**src/rtl/fp_util_pkg.sv**
```systemverilog
// Shared floating-point helpers: result classification type, class vector
// width and the packed-word width derivation used by the FP pipeline stages.
package fp_util_pkg;

   // Number of classification flags carried alongside each result
   localparam int CLASS_WIDTH = 4;

   // Classification of an IEEE-754 style value; all-zero means "normal"
   typedef struct packed {
      logic nan;
      logic inf;
      logic zero;
      logic sub;
   } fp_class_t;

   // Total width of a packed {sign, exponent, fraction} word
   function automatic int fp_width(input int exp_width, input int frac_width);
      return 1 + exp_width + frac_width;
   endfunction

endpackage

```
**src/rtl/fp_result_buffer_if.sv**
```systemverilog
// Data/handshake bundle of the result buffer: the valid-only capture side
// from the arithmetic unit and the valid/ready stream towards the consumer.
// Signal names are seen from the buffer (slave) side.
interface fp_result_buffer_if
   import fp_util_pkg::*;
#(
   parameter int EXP_WIDTH  = 8,
   parameter int FRAC_WIDTH = 23
);
   localparam int FP_WIDTH = fp_width(EXP_WIDTH, FRAC_WIDTH);

   logic [FP_WIDTH-1:0] fp_i;
   logic                valid_i;
   logic [FP_WIDTH-1:0] fp_o;
   fp_class_t           class_o;
   logic                valid_o;
   logic                ready_i;

   modport master (
      output fp_i, valid_i, ready_i,
      input  fp_o, class_o, valid_o
   );

   modport slave (
      input  fp_i, valid_i, ready_i,
      output fp_o, class_o, valid_o
   );

endinterface

```
**src/rtl/fp_classifier.sv**
```systemverilog
// Purely combinational classifier of a packed floating-point word into
// {nan, inf, zero, sub}. Sign is irrelevant to every class.
module fp_classifier
   import fp_util_pkg::*;
#(
   parameter int EXP_WIDTH  = 8,
   parameter int FRAC_WIDTH = 23
) (
   input  logic [EXP_WIDTH+FRAC_WIDTH:0] fp_i,
   output fp_class_t                     class_o
);
   logic [EXP_WIDTH-1:0]  exp_s;
   logic [FRAC_WIDTH-1:0] frac_s;
   logic                  exp_ones_s;
   logic                  exp_zero_s;
   logic                  frac_zero_s;
   logic                  sign_unused_s;

   assign sign_unused_s = fp_i[EXP_WIDTH+FRAC_WIDTH];

   // Decode exponent/fraction extremes and derive the class flags
   always_comb begin
      exp_s        = fp_i[EXP_WIDTH+FRAC_WIDTH-1:FRAC_WIDTH];
      frac_s       = fp_i[FRAC_WIDTH-1:0];
      exp_ones_s   = &exp_s;
      exp_zero_s   = ~|exp_s;
      frac_zero_s  = ~|frac_s;
      class_o.nan  = exp_ones_s & ~frac_zero_s;
      class_o.inf  = exp_ones_s &  frac_zero_s;
      class_o.zero = exp_zero_s &  frac_zero_s;
      class_o.sub  = exp_zero_s & ~frac_zero_s;
   end

endmodule

```
**src/rtl/fp_result_buffer.sv**
```systemverilog
// Captures every result from an upstream FP unit (no backpressure there),
// classifies it and buffers {class, value} in a first-word-fall-through FIFO
// drained over a valid/ready stream. Keeps sticky overflow and saturating
// NaN/infinity event counters, both cleared by clear_i.
module fp_result_buffer
   import fp_util_pkg::*;
#(
   parameter int EXP_WIDTH  = 8,
   parameter int FRAC_WIDTH = 23,
   parameter int DEPTH      = 4,
   parameter int CNT_WIDTH  = 16
) (
   input  logic                       clk_i,
   input  logic                       rst_i,
   input  logic                       clear_i,
   fp_result_buffer_if.slave          bus,
   output logic [$clog2(DEPTH+1)-1:0] level_o,
   output logic                       overflow_o,
   output logic [CNT_WIDTH-1:0]       nan_cnt_o,
   output logic [CNT_WIDTH-1:0]       inf_cnt_o
);
   localparam int FP_WIDTH    = fp_width(EXP_WIDTH, FRAC_WIDTH);
   localparam int ENTRY_WIDTH = CLASS_WIDTH + FP_WIDTH;
   localparam int IDX_WIDTH   = $clog2(DEPTH);
   localparam int PTR_WIDTH   = IDX_WIDTH + 1;
   localparam int LVL_WIDTH   = $clog2(DEPTH+1);

   logic [ENTRY_WIDTH-1:0] mem_r [DEPTH];
   logic [PTR_WIDTH-1:0]   wr_ptr_r;
   logic [PTR_WIDTH-1:0]   rd_ptr_r;
   logic                   overflow_r;
   logic [CNT_WIDTH-1:0]   nan_cnt_r;
   logic [CNT_WIDTH-1:0]   inf_cnt_r;

   fp_class_t              class_in_s;
   logic [ENTRY_WIDTH-1:0] head_s;
   logic [PTR_WIDTH-1:0]   level_s;
   logic                   empty_s;
   logic                   full_s;
   logic                   pop_s;
   logic                   push_s;
   logic                   drop_s;

   fp_classifier #(
      .EXP_WIDTH  (EXP_WIDTH),
      .FRAC_WIDTH (FRAC_WIDTH)
   ) u_classifier (
      .fp_i    (bus.fp_i),
      .class_o (class_in_s)
   );

   // Occupancy flags from the wrap-extended pointers and the push/pop/drop decision
   always_comb begin
      empty_s = (wr_ptr_r == rd_ptr_r);
      full_s  = (wr_ptr_r[IDX_WIDTH-1:0] == rd_ptr_r[IDX_WIDTH-1:0]) &&
                (wr_ptr_r[IDX_WIDTH] != rd_ptr_r[IDX_WIDTH]);
      level_s = wr_ptr_r - rd_ptr_r;
      pop_s   = ~empty_s & bus.ready_i;
      // At full a same-cycle pop frees the slot for the incoming result
      push_s  = bus.valid_i & (~full_s | pop_s);
      drop_s  = bus.valid_i & full_s & ~pop_s;
   end

   // Head presentation: value and class are forced to zero while empty
   always_comb begin
      head_s = mem_r[rd_ptr_r[IDX_WIDTH-1:0]];
      if (!empty_s) begin
         bus.fp_o    = head_s[FP_WIDTH-1:0];
         bus.class_o = fp_class_t'(head_s[ENTRY_WIDTH-1:FP_WIDTH]);
      end else begin
         bus.fp_o    = {FP_WIDTH{1'b0}};
         bus.class_o = fp_class_t'({CLASS_WIDTH{1'b0}});
      end
   end

   assign bus.valid_o = ~empty_s;
   assign level_o     = LVL_WIDTH'(level_s);
   assign overflow_o  = overflow_r;
   assign nan_cnt_o   = nan_cnt_r;
   assign inf_cnt_o   = inf_cnt_r;

   // FIFO storage and pointers; reset discards all buffered entries
   always_ff @(posedge clk_i or negedge rst_i) begin
      if (!rst_i) begin
         wr_ptr_r <= {PTR_WIDTH{1'b0}};
         rd_ptr_r <= {PTR_WIDTH{1'b0}};
         for (int i = 0; i < DEPTH; i++) begin
            mem_r[i] <= {ENTRY_WIDTH{1'b0}};
         end
      end else begin
         if (push_s) begin
            mem_r[wr_ptr_r[IDX_WIDTH-1:0]] <= {class_in_s, bus.fp_i};
            wr_ptr_r <= wr_ptr_r + PTR_WIDTH'(1);
         end
         if (pop_s) begin
            rd_ptr_r <= rd_ptr_r + PTR_WIDTH'(1);
         end
      end
   end

   // Sticky overflow flag: set on a dropped result, clear_i has priority
   always_ff @(posedge clk_i or negedge rst_i) begin
      if (!rst_i) begin
         overflow_r <= 1'b0;
      end else if (clear_i) begin
         overflow_r <= 1'b0;
      end else if (drop_s) begin
         overflow_r <= 1'b1;
      end else begin
         overflow_r <= overflow_r;
      end
   end

   // Saturating NaN/infinity counters over every strobed result, dropped ones included
   always_ff @(posedge clk_i or negedge rst_i) begin
      if (!rst_i) begin
         nan_cnt_r <= {CNT_WIDTH{1'b0}};
         inf_cnt_r <= {CNT_WIDTH{1'b0}};
      end else if (clear_i) begin
         nan_cnt_r <= {CNT_WIDTH{1'b0}};
         inf_cnt_r <= {CNT_WIDTH{1'b0}};
      end else begin
         if (bus.valid_i && class_in_s.nan && (nan_cnt_r != {CNT_WIDTH{1'b1}})) begin
            nan_cnt_r <= nan_cnt_r + CNT_WIDTH'(1);
         end
         if (bus.valid_i && class_in_s.inf && (inf_cnt_r != {CNT_WIDTH{1'b1}})) begin
            inf_cnt_r <= inf_cnt_r + CNT_WIDTH'(1);
         end
      end
   end

endmodule
```
**src/flat_wrapper.sv**
```systemverilog
// flat-port wrapper written by rule: the top's interface ports become plain ports
module fp_result_buffer_flat import fp_util_pkg::*;
#(
   parameter int EXP_WIDTH  = 8,
   parameter int FRAC_WIDTH = 23,
   parameter int DEPTH      = 4,
   parameter int CNT_WIDTH  = 16
)
  (clk_i, rst_i, clear_i, level_o, overflow_o, nan_cnt_o, inf_cnt_o, bus_fp_i, bus_valid_i, bus_ready_i, bus_fp_o, bus_class_o, bus_valid_o);
  fp_result_buffer_if #(.EXP_WIDTH(EXP_WIDTH), .FRAC_WIDTH(FRAC_WIDTH)) bus_i ();
  input  logic clk_i;
  input  logic rst_i;
  input  logic clear_i;
  output logic [$clog2(DEPTH+1)-1:0] level_o;
  output logic overflow_o;
  output logic [CNT_WIDTH-1:0] nan_cnt_o;
  output logic [CNT_WIDTH-1:0] inf_cnt_o;
  input wire logic [$bits(bus_i.fp_i)-1:0] bus_fp_i;
  input wire logic [$bits(bus_i.valid_i)-1:0] bus_valid_i;
  input wire logic [$bits(bus_i.ready_i)-1:0] bus_ready_i;
  output wire logic [$bits(bus_i.fp_o)-1:0] bus_fp_o;
  output wire logic [$bits(bus_i.class_o)-1:0] bus_class_o;
  output wire logic [$bits(bus_i.valid_o)-1:0] bus_valid_o;
  assign bus_i.fp_i = bus_fp_i;
  assign bus_i.valid_i = bus_valid_i;
  assign bus_i.ready_i = bus_ready_i;
  assign bus_fp_o = bus_i.fp_o;
  assign bus_class_o = bus_i.class_o;
  assign bus_valid_o = bus_i.valid_o;
  fp_result_buffer #(.EXP_WIDTH(EXP_WIDTH), .FRAC_WIDTH(FRAC_WIDTH), .DEPTH(DEPTH), .CNT_WIDTH(CNT_WIDTH)) u_core (.clk_i(clk_i), .rst_i(rst_i), .clear_i(clear_i), .bus(bus_i), .level_o(level_o), .overflow_o(overflow_o), .nan_cnt_o(nan_cnt_o), .inf_cnt_o(inf_cnt_o));
endmodule
```
**config.mk**
```make
export PLATFORM = sky130hd
export DESIGN_NAME = fp_result_buffer_flat
export DESIGN_NICKNAME = d
export VERILOG_FILES = /design/src/rtl/fp_util_pkg.sv /design/src/rtl/fp_result_buffer_if.sv /design/src/rtl/fp_classifier.sv /design/src/rtl/fp_result_buffer.sv /design/src/flat_wrapper.sv
export SDC_FILE = /design/constraint.sdc
export NUM_CORES = 1
export LEC_CHECK = 0
export BUFFER_PORTS_ARGS = -buffer_cell sky130_fd_sc_hd__clkbuf_2
export CORE_MARGIN = 1
export CORE_UTILIZATION = 43
export CTS_BUF_LIST = sky130_fd_sc_hd__clkbuf_2
export DETAILED_ROUTE_END_ITERATION = 12
export GPL_ROUTABILITY_DRIVEN = 0
export SETUP_SLACK_MARGIN = 0.2
export SLEW_MARGIN = 0
export SYNTH_ARGS = -nofsm -noshare
export SYNTH_HDL_FRONTEND = slang
export SYNTH_SLANG_ARGS = --single-unit
```
**constraint.sdc**
```tcl
create_clock -name clk_i -period 4.9 [get_ports clk_i]
set_input_delay 0.98 -clock clk_i [delete_from_list [all_inputs] [get_ports clk_i]]
set_output_delay 0.98 -clock clk_i [all_outputs]
set_load 0.02 [all_outputs]
```
==> metrics.txt, run 1 <==
# TYPE chip_impl_metric gauge
chip_impl_info{name="outcome",value="finished clean"} 1
chip_impl_metric{name="power.ir.vdd_worst",unit="V"} 0.0003692
chip_impl_info{name="hold_path_class",value="input pin to asynchronous set/reset pin"} 1
chip_impl_metric{name="dpl-instance-area",unit="sq um"} 9508
chip_impl_metric{name="detailed_place_hpwl",unit="mm"} 12.89
chip_impl_metric{name="finalPower",unit="W"} 0.006265
chip_impl_metric{name="initial_utilization",unit=""} 0.4440
chip_impl_metric{name="placed_cells_incl_taps",unit=""} 1007
chip_impl_metric{name="initialDrtViolationCount",unit=""} 286
chip_impl_metric{name="vias",unit=""} 5804
chip_impl_metric{name="report.final.hold_viol_count",unit=""} 0
chip_impl_metric{name="synth.lib_cells_used.distinct",unit=""} 40
chip_impl_info{name="worst_setup_path_end_kind",value="primary output"} 1
chip_impl_info{name="regToRegStartpoint",value="u_core.wr_ptr_r[0]"} 1
chip_impl_info{name="crit-reg2reg-capture",value="u_core.mem_r[8]"} 1
chip_impl_metric{name="final_net_count",unit=""} 808
chip_impl_metric{name="die_area",unit="sq um"} 20930
chip_impl_metric{name="clock.fmax",unit="GHz"} 0.2698
chip_impl_metric{name="timing.reg2reg.setup_slack",unit="ns"} 2.07
chip_impl_metric{name="yosysSeqAreaShare",unit=""} 0.5231
chip_impl_metric{name="postSynthNetCount",unit=""} 713
chip_impl_metric{name="regArea",unit="sq um"} 4582
chip_impl_metric{name="grt_start_max_net_pins",unit=""} 112
chip_impl_metric{name="io_pins",unit=""} 110
chip_impl_metric{name="period_minus_slack",unit="ns"} 3.706
chip_impl_metric{name="fin_area",unit="sq um"} 9806
chip_impl_metric{name="die_y",unit="um"} 144.7
chip_impl_metric{name="fin_setup_tns",unit="ns"} 0
chip_impl_metric{name="post_cts.repair.setup_buffers",unit=""} 0
chip_impl_metric{name="worstPathMaxFanout",unit=""} 38
chip_impl_metric{name="chipWidth",unit="um"} 144.7
chip_impl_metric{name="cts.htree.levels",unit=""} 4
chip_impl_metric{name="final_layout_size_suffix_gt1_frac",unit=""} 0.4269
chip_impl_metric{name="setup_violations",unit=""} 0
chip_impl_info{name="rsz_0062_raised_after_global_routing",value="false"} 1
chip_impl_metric{name="coreArea",unit="sq um"} 19720
chip_impl_info{name="cts_tree",value="built"} 1
chip_impl_metric{name="first_pass_grt_wire_length",unit="mm"} 32.62
chip_impl_metric{name="cts_resized",unit=""} 0
chip_impl_metric{name="synth-warning-count",unit=""} 0
chip_impl_metric{name="maxCapViolCount",unit=""} 0
chip_impl_metric{name="fin_max_slew_vios",unit=""} 0
chip_impl_metric{name="antenna_found_initial",unit=""} 2
chip_impl_metric{name="detailedRoute.firstPassIterationCount",unit=""} 4
chip_impl_metric{name="vias_in_the_first_global_route",unit=""} 6147
chip_impl_metric{name="wirelength",unit="mm"} 20.18
chip_impl_metric{name="synth.avg_cell_area",unit="sq um"} 13.15
chip_impl_metric{name="cell_leakage_power",unit="nW"} 4.186
chip_impl_metric{name="remaining_max_slew_budget_at_the_tightest_pin",unit=""} 0.2391
chip_impl_metric{name="synthCells",unit=""} 666
chip_impl_metric{name="buffer_ports.inserted",unit=""} 109
chip_impl_info{name="synth_area_leaders",value="sky130_fd_sc_hd__dfrtp_1 (52%), sky130_fd_sc_hd__mux2_2 (17%), sky130_fd_sc_hd__mux4_2 (9.3%)"} 1
chip_impl_metric{name="numClockSinks",unit=""} 183
chip_impl_metric{name="nFillCells",unit=""} 1778
chip_impl_metric{name="synth_top_area_share",unit=""} 0.5231
chip_impl_metric{name="avgViaCountPerCell",unit=""} 5.586
chip_impl_metric{name="global_route.overflow_total",unit=""} 0
chip_impl_metric{name="timing.final.crit_share",unit=""} 0.7563
chip_impl_metric{name="detail-route-antenna-nets",unit=""} 0
chip_impl_metric{name="worst_skew_pair.late_latency",unit="ns"} 0.73
chip_impl_metric{name="finish.cell_count_without_fillers",unit=""} 1039
chip_impl_metric{name="post-route-drc-count",unit=""} 0
chip_impl_metric{name="crit_arrival",unit="ns"} 2.73
chip_impl_metric{name="required",unit="ns"} 3.92
chip_impl_metric{name="syn2layout_area_growth",unit="%"} 12.01
chip_impl_metric{name="worst_setup_hold_path_clk_slew",unit="ns"} 0.26
chip_impl_info{name="cts-root-buf",value="sky130_fd_sc_hd__clkbuf_2"} 1
chip_impl_metric{name="cellPowerDensity",unit="nW/um^2"} 638.9
chip_impl_metric{name="cell_rows",unit=""} 51
chip_impl_metric{name="multi_input_area",unit="sq um"} 3956
chip_impl_metric{name="synth_seq_cells",unit=""} 183
chip_impl_info{name="worstSetupStartpointType",value="flip-flop"} 1
chip_impl_metric{name="hold_buffers",unit=""} 0
chip_impl_metric{name="synthesis.area",unit="sq um"} 8755
chip_impl_metric{name="cts-buffers-inserted",unit=""} 17
chip_impl_metric{name="worst_clock_skew",unit="ns"} 0.03917
chip_impl_info{name="criticalPathCategory",value="flip-flop to primary output"} 1
chip_impl_info{name="yosys.area.top_type",value="sky130_fd_sc_hd__dfrtp_1"} 1
chip_impl_metric{name="grt_usage",unit=""} 0.2070
chip_impl_metric{name="max_slew.worst_pin.slew",unit="ns"} 1.137
chip_impl_metric{name="rr_worst_depth",unit=""} 7
chip_impl_metric{name="routed_wire_length_per_instance",unit="um"} 19.42
chip_impl_metric{name="cts-root-to-sink-buffers",unit=""} 2
## synthesized netlist by cell type
cell	instances
sky130_fd_sc_hd__nor2_1	10
sky130_fd_sc_hd__nor4_1	9
sky130_fd_sc_hd__xnor2_1	6
sky130_fd_sc_hd__o31ai_1	17
sky130_fd_sc_hd__and3_1	4
sky130_fd_sc_hd__nand3_1	17
sky130_fd_sc_hd__o21ai_0	25
sky130_fd_sc_hd__ha_1	9
sky130_fd_sc_hd__and2_1	37
sky130_fd_sc_hd__a31oi_1	1
sky130_fd_sc_hd__buf_2	18
sky130_fd_sc_hd__buf_6	2
sky130_fd_sc_hd__nand4_1	10
sky130_fd_sc_hd__fa_1	1
sky130_fd_sc_hd__o21ai_1	1
sky130_fd_sc_hd__or4_1	17
sky130_fd_sc_hd__a21oi_1	28
sky130_fd_sc_hd__a31o_2	2
sky130_fd_sc_hd__or3_1	10
sky130_fd_sc_hd__nor2b_1	5
sky130_fd_sc_hd__nand2b_1	1
sky130_fd_sc_hd__o311ai_4	1
sky130_fd_sc_hd__or4_4	2
sky130_fd_sc_hd__or2_2	1
sky130_fd_sc_hd__clkbuf_1	15
sky130_fd_sc_hd__and4_1	3
sky130_fd_sc_hd__and4_2	1
sky130_fd_sc_hd__buf_1	3
sky130_fd_sc_hd__o31a_1	1
sky130_fd_sc_hd__mux2_2	134
sky130_fd_sc_hd__dfrtp_1	183
sky130_fd_sc_hd__nand2_1	37
sky130_fd_sc_hd__buf_4	1
sky130_fd_sc_hd__or4b_1	1
sky130_fd_sc_hd__o2111ai_1	1
sky130_fd_sc_hd__nor2_4	1
sky130_fd_sc_hd__mux4_2	36
sky130_fd_sc_hd__inv_1	11
sky130_fd_sc_hd__nor3_1	3
sky130_fd_sc_hd__nand3_2	1
## through the flow
stage,utilization,setup WS [ns],hold WS (ns)
2_1_floorplan,-,1.689,0.4446
3_3_place_gp,0.4822,1.652,0.4569
3_5_place_dp,0.4822,1.603,0.4737
4_1_cts,0.4972,1.058,0.3119
5_1_grt,0.4973,0.9081,0.2777
6_report,0.4973,1.194,0.3209
## cells in the final DEF, fill, tap and decap left out, drive strengths merged, types with 12 or more instances in the layout
| cell | instances |
|---|---|
| nand3 | 18 |
| or4 | 19 |
| dfrtp | 183 |
| o21ai | 26 |
| inv | 12 |
| nand2 | 37 |
| clkbuf | 127 |
| mux4 | 36 |
| a21oi | 28 |
| and2 | 37 |
| mux2 | 134 |
| o31ai | 17 |
## registers in the layout, indices dropped and copies added, names as in the netlist
signal	cells
u_core.mem_r	144
u_core.inf_cnt_o	16
u_core.wr_ptr_r	3
u_core.rd_ptr_r	3
u_core.nan_cnt_o	16
u_core.overflow_o	1
## worst max path at each step
stage,from,end,depth (start not counted),slack (ns)
floorplan,u_core.rd_ptr_r[1],bus_fp_o[10],8,1.69
global placement,bus_fp_i[10],u_core.nan_cnt_o[6],6,1.65
detailed placement,bus_fp_i[16],u_core.nan_cnt_o[6],6,1.60
CTS,u_core.rd_ptr_r[0],bus_class_o[1],4,1.06
global route,u_core.rd_ptr_r[0],bus_class_o[1],4,0.91
finish,u_core.rd_ptr_r[0],bus_fp_o[1],4,1.19
## layer usage
metal / share of wire / up-vias / track usage
met5: 0.00064 / - / 0
met4: 0.0034 / 2 / 0.04820
met3: 0.046 / 7 / 0.05166
met2: 0.51 / 117 / 0.3591
met1: 0.44 / 3015 / 0.2596
li1: - / 2663 / -
## layout make-up
class / instances / area share
antenna: 1 / 0.0002552
clock buffer: 19 / 0.009698
clock inverter: 12 / 0.02042
inverter: 11 / 0.004211
multi-input combinational: 433 / 0.4035
sequential: 183 / 0.4673
tap: 265 / 0.03381
timing repair buffer: 115 / 0.06087
## power by group
part	total (W)	switching, W	internal (W)
clock network	0.000899	0.000511	0.000388
registers	0.00235	0.000270	0.00208
logic	0.00302	0.00154	0.00148
total	0.00626	0.00232	0.00394
## critical path, cell delays in order, from the launching register on
cell	delay, ns
sky130_fd_sc_hd__dfrtp_2	0.41
sky130_fd_sc_hd__buf_4	0.63
sky130_fd_sc_hd__mux4_2	0.59
sky130_fd_sc_hd__and2_1	0.20
sky130_fd_sc_hd__clkbuf_2	0.16
## logic make-up after synthesis
family	synth area share
adders and majority gates	0.01515
DFF	0.5231
and+or+nand+nor	0.1115
buffers and inverters	0.02615
AOI/OAI and AO/OA	0.05317
xor gates and xnor gates	0.006003
muxes	0.2650
No activity file was read; power rests on OpenSTA's default activity.
==> inputs of run 2 (changes only) <==
- clock period: 4.9 -> 3.9 ns (I/O delays scaled with it)
==> metrics.txt, run 2 (synthesis gave the netlist of run 1 again) <==
# TYPE chip_impl_metric gauge
chip_impl_info{name="outcome",value="finished clean"} 1
chip_impl_info{name="hold_path_class",value="input pin to asynchronous set/reset pin"} 1
chip_impl_metric{name="grt_start_max_net_pins",unit=""} 86
chip_impl_metric{name="cts-buffers-inserted",unit=""} 17
chip_impl_metric{name="timing.final.crit_share",unit=""} 0.8554
chip_impl_metric{name="fin_worst_hold_slack",unit="ns"} 0.06305
chip_impl_metric{name="post_cts.repair.setup_buffers",unit=""} 0
chip_impl_metric{name="vias",unit=""} 5845
chip_impl_metric{name="detailed_place_hpwl",unit="mm"} 12.86
chip_impl_metric{name="die_area",unit="sq um"} 20930
chip_impl_metric{name="maxCapViolCount",unit=""} 0
chip_impl_metric{name="final_net_count",unit=""} 813
chip_impl_info{name="worstSetupStartpointType",value="flip-flop"} 1
chip_impl_metric{name="cell_rows",unit=""} 51
chip_impl_metric{name="timing.final.ws_setup",unit="ns"} 0.5638
chip_impl_info{name="top_library_cells_by_usage_in_the_layout_fill_and_taps_aside",value="sky130_fd_sc_hd__dfrtp_1 (181), sky130_fd_sc_hd__mux2_2 (134), sky130_fd_sc_hd__clkbuf_2 (126)"} 1
chip_impl_info{name="worst_setup_path_end_kind",value="primary output"} 1
chip_impl_metric{name="regArea",unit="sq um"} 4582
chip_impl_metric{name="crit_arrival",unit="ns"} 2.56
chip_impl_info{name="criticalPathCategory",value="flip-flop to primary output"} 1
chip_impl_metric{name="worst_skew_pair.late_latency",unit="ns"} 0.74
chip_impl_info{name="most_common_cell_after_layout_fill_and_taps_aside",value="sky130_fd_sc_hd__dfrtp_1"} 1
chip_impl_metric{name="first_pass_grt_wire_length",unit="mm"} 31.84
chip_impl_metric{name="initial_utilization",unit=""} 0.4440
chip_impl_metric{name="worst_setup_hold_path_clk_slew",unit="ns"} 0.26
chip_impl_metric{name="setup_violations",unit=""} 0
chip_impl_info{name="cts-root-buf",value="sky130_fd_sc_hd__clkbuf_2"} 1
chip_impl_metric{name="final_util",unit=""} 0.5009
chip_impl_metric{name="detailedRoute.firstPassIterationCount",unit=""} 4
chip_impl_metric{name="period_minus_slack",unit="ns"} 3.336
chip_impl_metric{name="fin_setup_tns",unit="ns"} 0
chip_impl_metric{name="cts-root-to-sink-buffers",unit=""} 2
chip_impl_metric{name="grt_usage",unit=""} 0.2028
chip_impl_metric{name="report.final.hold_viol_count",unit=""} 0
chip_impl_metric{name="numClockSinks",unit=""} 183
chip_impl_info{name="rsz_0062_raised_after_global_routing",value="false"} 1
chip_impl_metric{name="routed_wire_length_per_instance",unit="um"} 18.96
chip_impl_metric{name="post-route-drc-count",unit=""} 0
chip_impl_metric{name="io_pins",unit=""} 110
chip_impl_metric{name="die_y",unit="um"} 144.7
chip_impl_metric{name="flip_flop_count_of_the_largest_register_all_copies_and_words_added",unit=""} 144
chip_impl_metric{name="global_route.overflow_total",unit=""} 0
chip_impl_metric{name="final_layout_size_suffix_gt1_frac",unit=""} 0.4319
chip_impl_metric{name="syn2layout_area_growth",unit="%"} 12.82
chip_impl_metric{name="wirelength",unit="mm"} 19.79
chip_impl_info{name="max_flop_register",value="u_core.mem_r"} 1
chip_impl_metric{name="cts.htree.levels",unit=""} 4
chip_impl_metric{name="vias_in_the_first_global_route",unit=""} 5961
chip_impl_metric{name="coreArea",unit="sq um"} 19720
chip_impl_info{name="cts_tree",value="built"} 1
chip_impl_metric{name="avgViaCountPerCell",unit=""} 5.599
chip_impl_metric{name="cell_leakage_power",unit="nW"} 4.209
chip_impl_metric{name="buffer_ports.inserted",unit=""} 109
chip_impl_metric{name="power.ir.vdd_worst",unit="V"} 0.0003393
chip_impl_metric{name="worstPathMaxFanout",unit=""} 38
chip_impl_metric{name="initialDrtViolationCount",unit=""} 256
chip_impl_metric{name="multi_input_area",unit="sq um"} 3961
chip_impl_metric{name="worst_slack_at_placement",unit="ns"} 0.7880
chip_impl_metric{name="worst_clock_skew",unit="ns"} 0.02952
chip_impl_metric{name="chipWidth",unit="um"} 144.7
chip_impl_metric{name="max_slew.worst_pin.slew",unit="ns"} 1.016
chip_impl_metric{name="cts_resized",unit=""} 0
chip_impl_metric{name="cellPowerDensity",unit="nW/um^2"} 801.8
chip_impl_metric{name="fin_max_slew_vios",unit=""} 0
chip_impl_metric{name="required",unit="ns"} 3.12
chip_impl_metric{name="antenna_found_initial",unit=""} 2
chip_impl_metric{name="nFillCells",unit=""} 1750
chip_impl_metric{name="remaining_max_slew_budget_at_the_tightest_pin",unit=""} 0.3205
chip_impl_metric{name="clock.fmax",unit="GHz"} 0.2997
chip_impl_metric{name="detail-route-antenna-nets",unit=""} 0
chip_impl_metric{name="hold_buffers",unit=""} 0
run 2: metal layers:
metal,wire length [um],track usage,part of all wire,up-vias
met5,13,0,0.00066,-
met4,235,0.05983,0.012,2
met3,814,0.04245,0.041,19
met2,9844,0.3391,0.50,115
met1,8884,0.2657,0.45,3041
li1,-,-,-,2668
run 2: report_power, final:
part	internal, W	total, W	leakage [nW]	switching, W
registers	0.00261	0.00295	2.27	0.000340
clock network	0.000479	0.00112	0.156	0.000644
logic	0.00190	0.00385	1.78	0.00195
run 2: area by class of cell:
| class | count | area share |
|---|---|---|
| clock buffer | 18 | 0.009121 |
| antenna | 1 | 0.0002534 |
| clock inverter | 13 | 0.02078 |
| multi-input combinational | 433 | 0.4011 |
| inverter | 11 | 0.004180 |
| sequential | 183 | 0.4639 |
| tap | 265 | 0.03357 |
| timing repair buffer | 120 | 0.06714 |
run 2: final timing paths:
path                                     from                  to  slack [ns]  depth (start not counted)
max                        u_core.rd_ptr_r[0]        bus_fp_o[11]        0.56                          4
min                                     rst_i    u_core.mem_r[29]        0.06                          1
max reg2reg                u_core.wr_ptr_r[0]    u_core.mem_r[25]        1.16                          7
min reg2reg                u_core.rd_ptr_r[2]  u_core.rd_ptr_r[2]        0.51                          1
max in group asynchronous               rst_i     u_core.mem_r[9]        2.86                          2
min in group clk_i               bus_fp_i[31]   u_core.mem_r[139]        0.31                          2
run 2: metrics by stage:
step	power (W)	cells	instance area [sq um]
floorplan	0.005705	666	8755
global placement	0.006766	1012	9570
detailed placement	0.006904	1012	9570
CTS	0.008026	1043	9866
global route	0.008437	1044	9877
finish	0.007919	1044	9877
run 2: critical path, stage by stage (launching register included):
cell,delay (ns)
sky130_fd_sc_hd__dfrtp_2,0.42
sky130_fd_sc_hd__buf_6,0.47
sky130_fd_sc_hd__mux4_2,0.59
sky130_fd_sc_hd__and2_1,0.18
sky130_fd_sc_hd__clkbuf_2,0.16
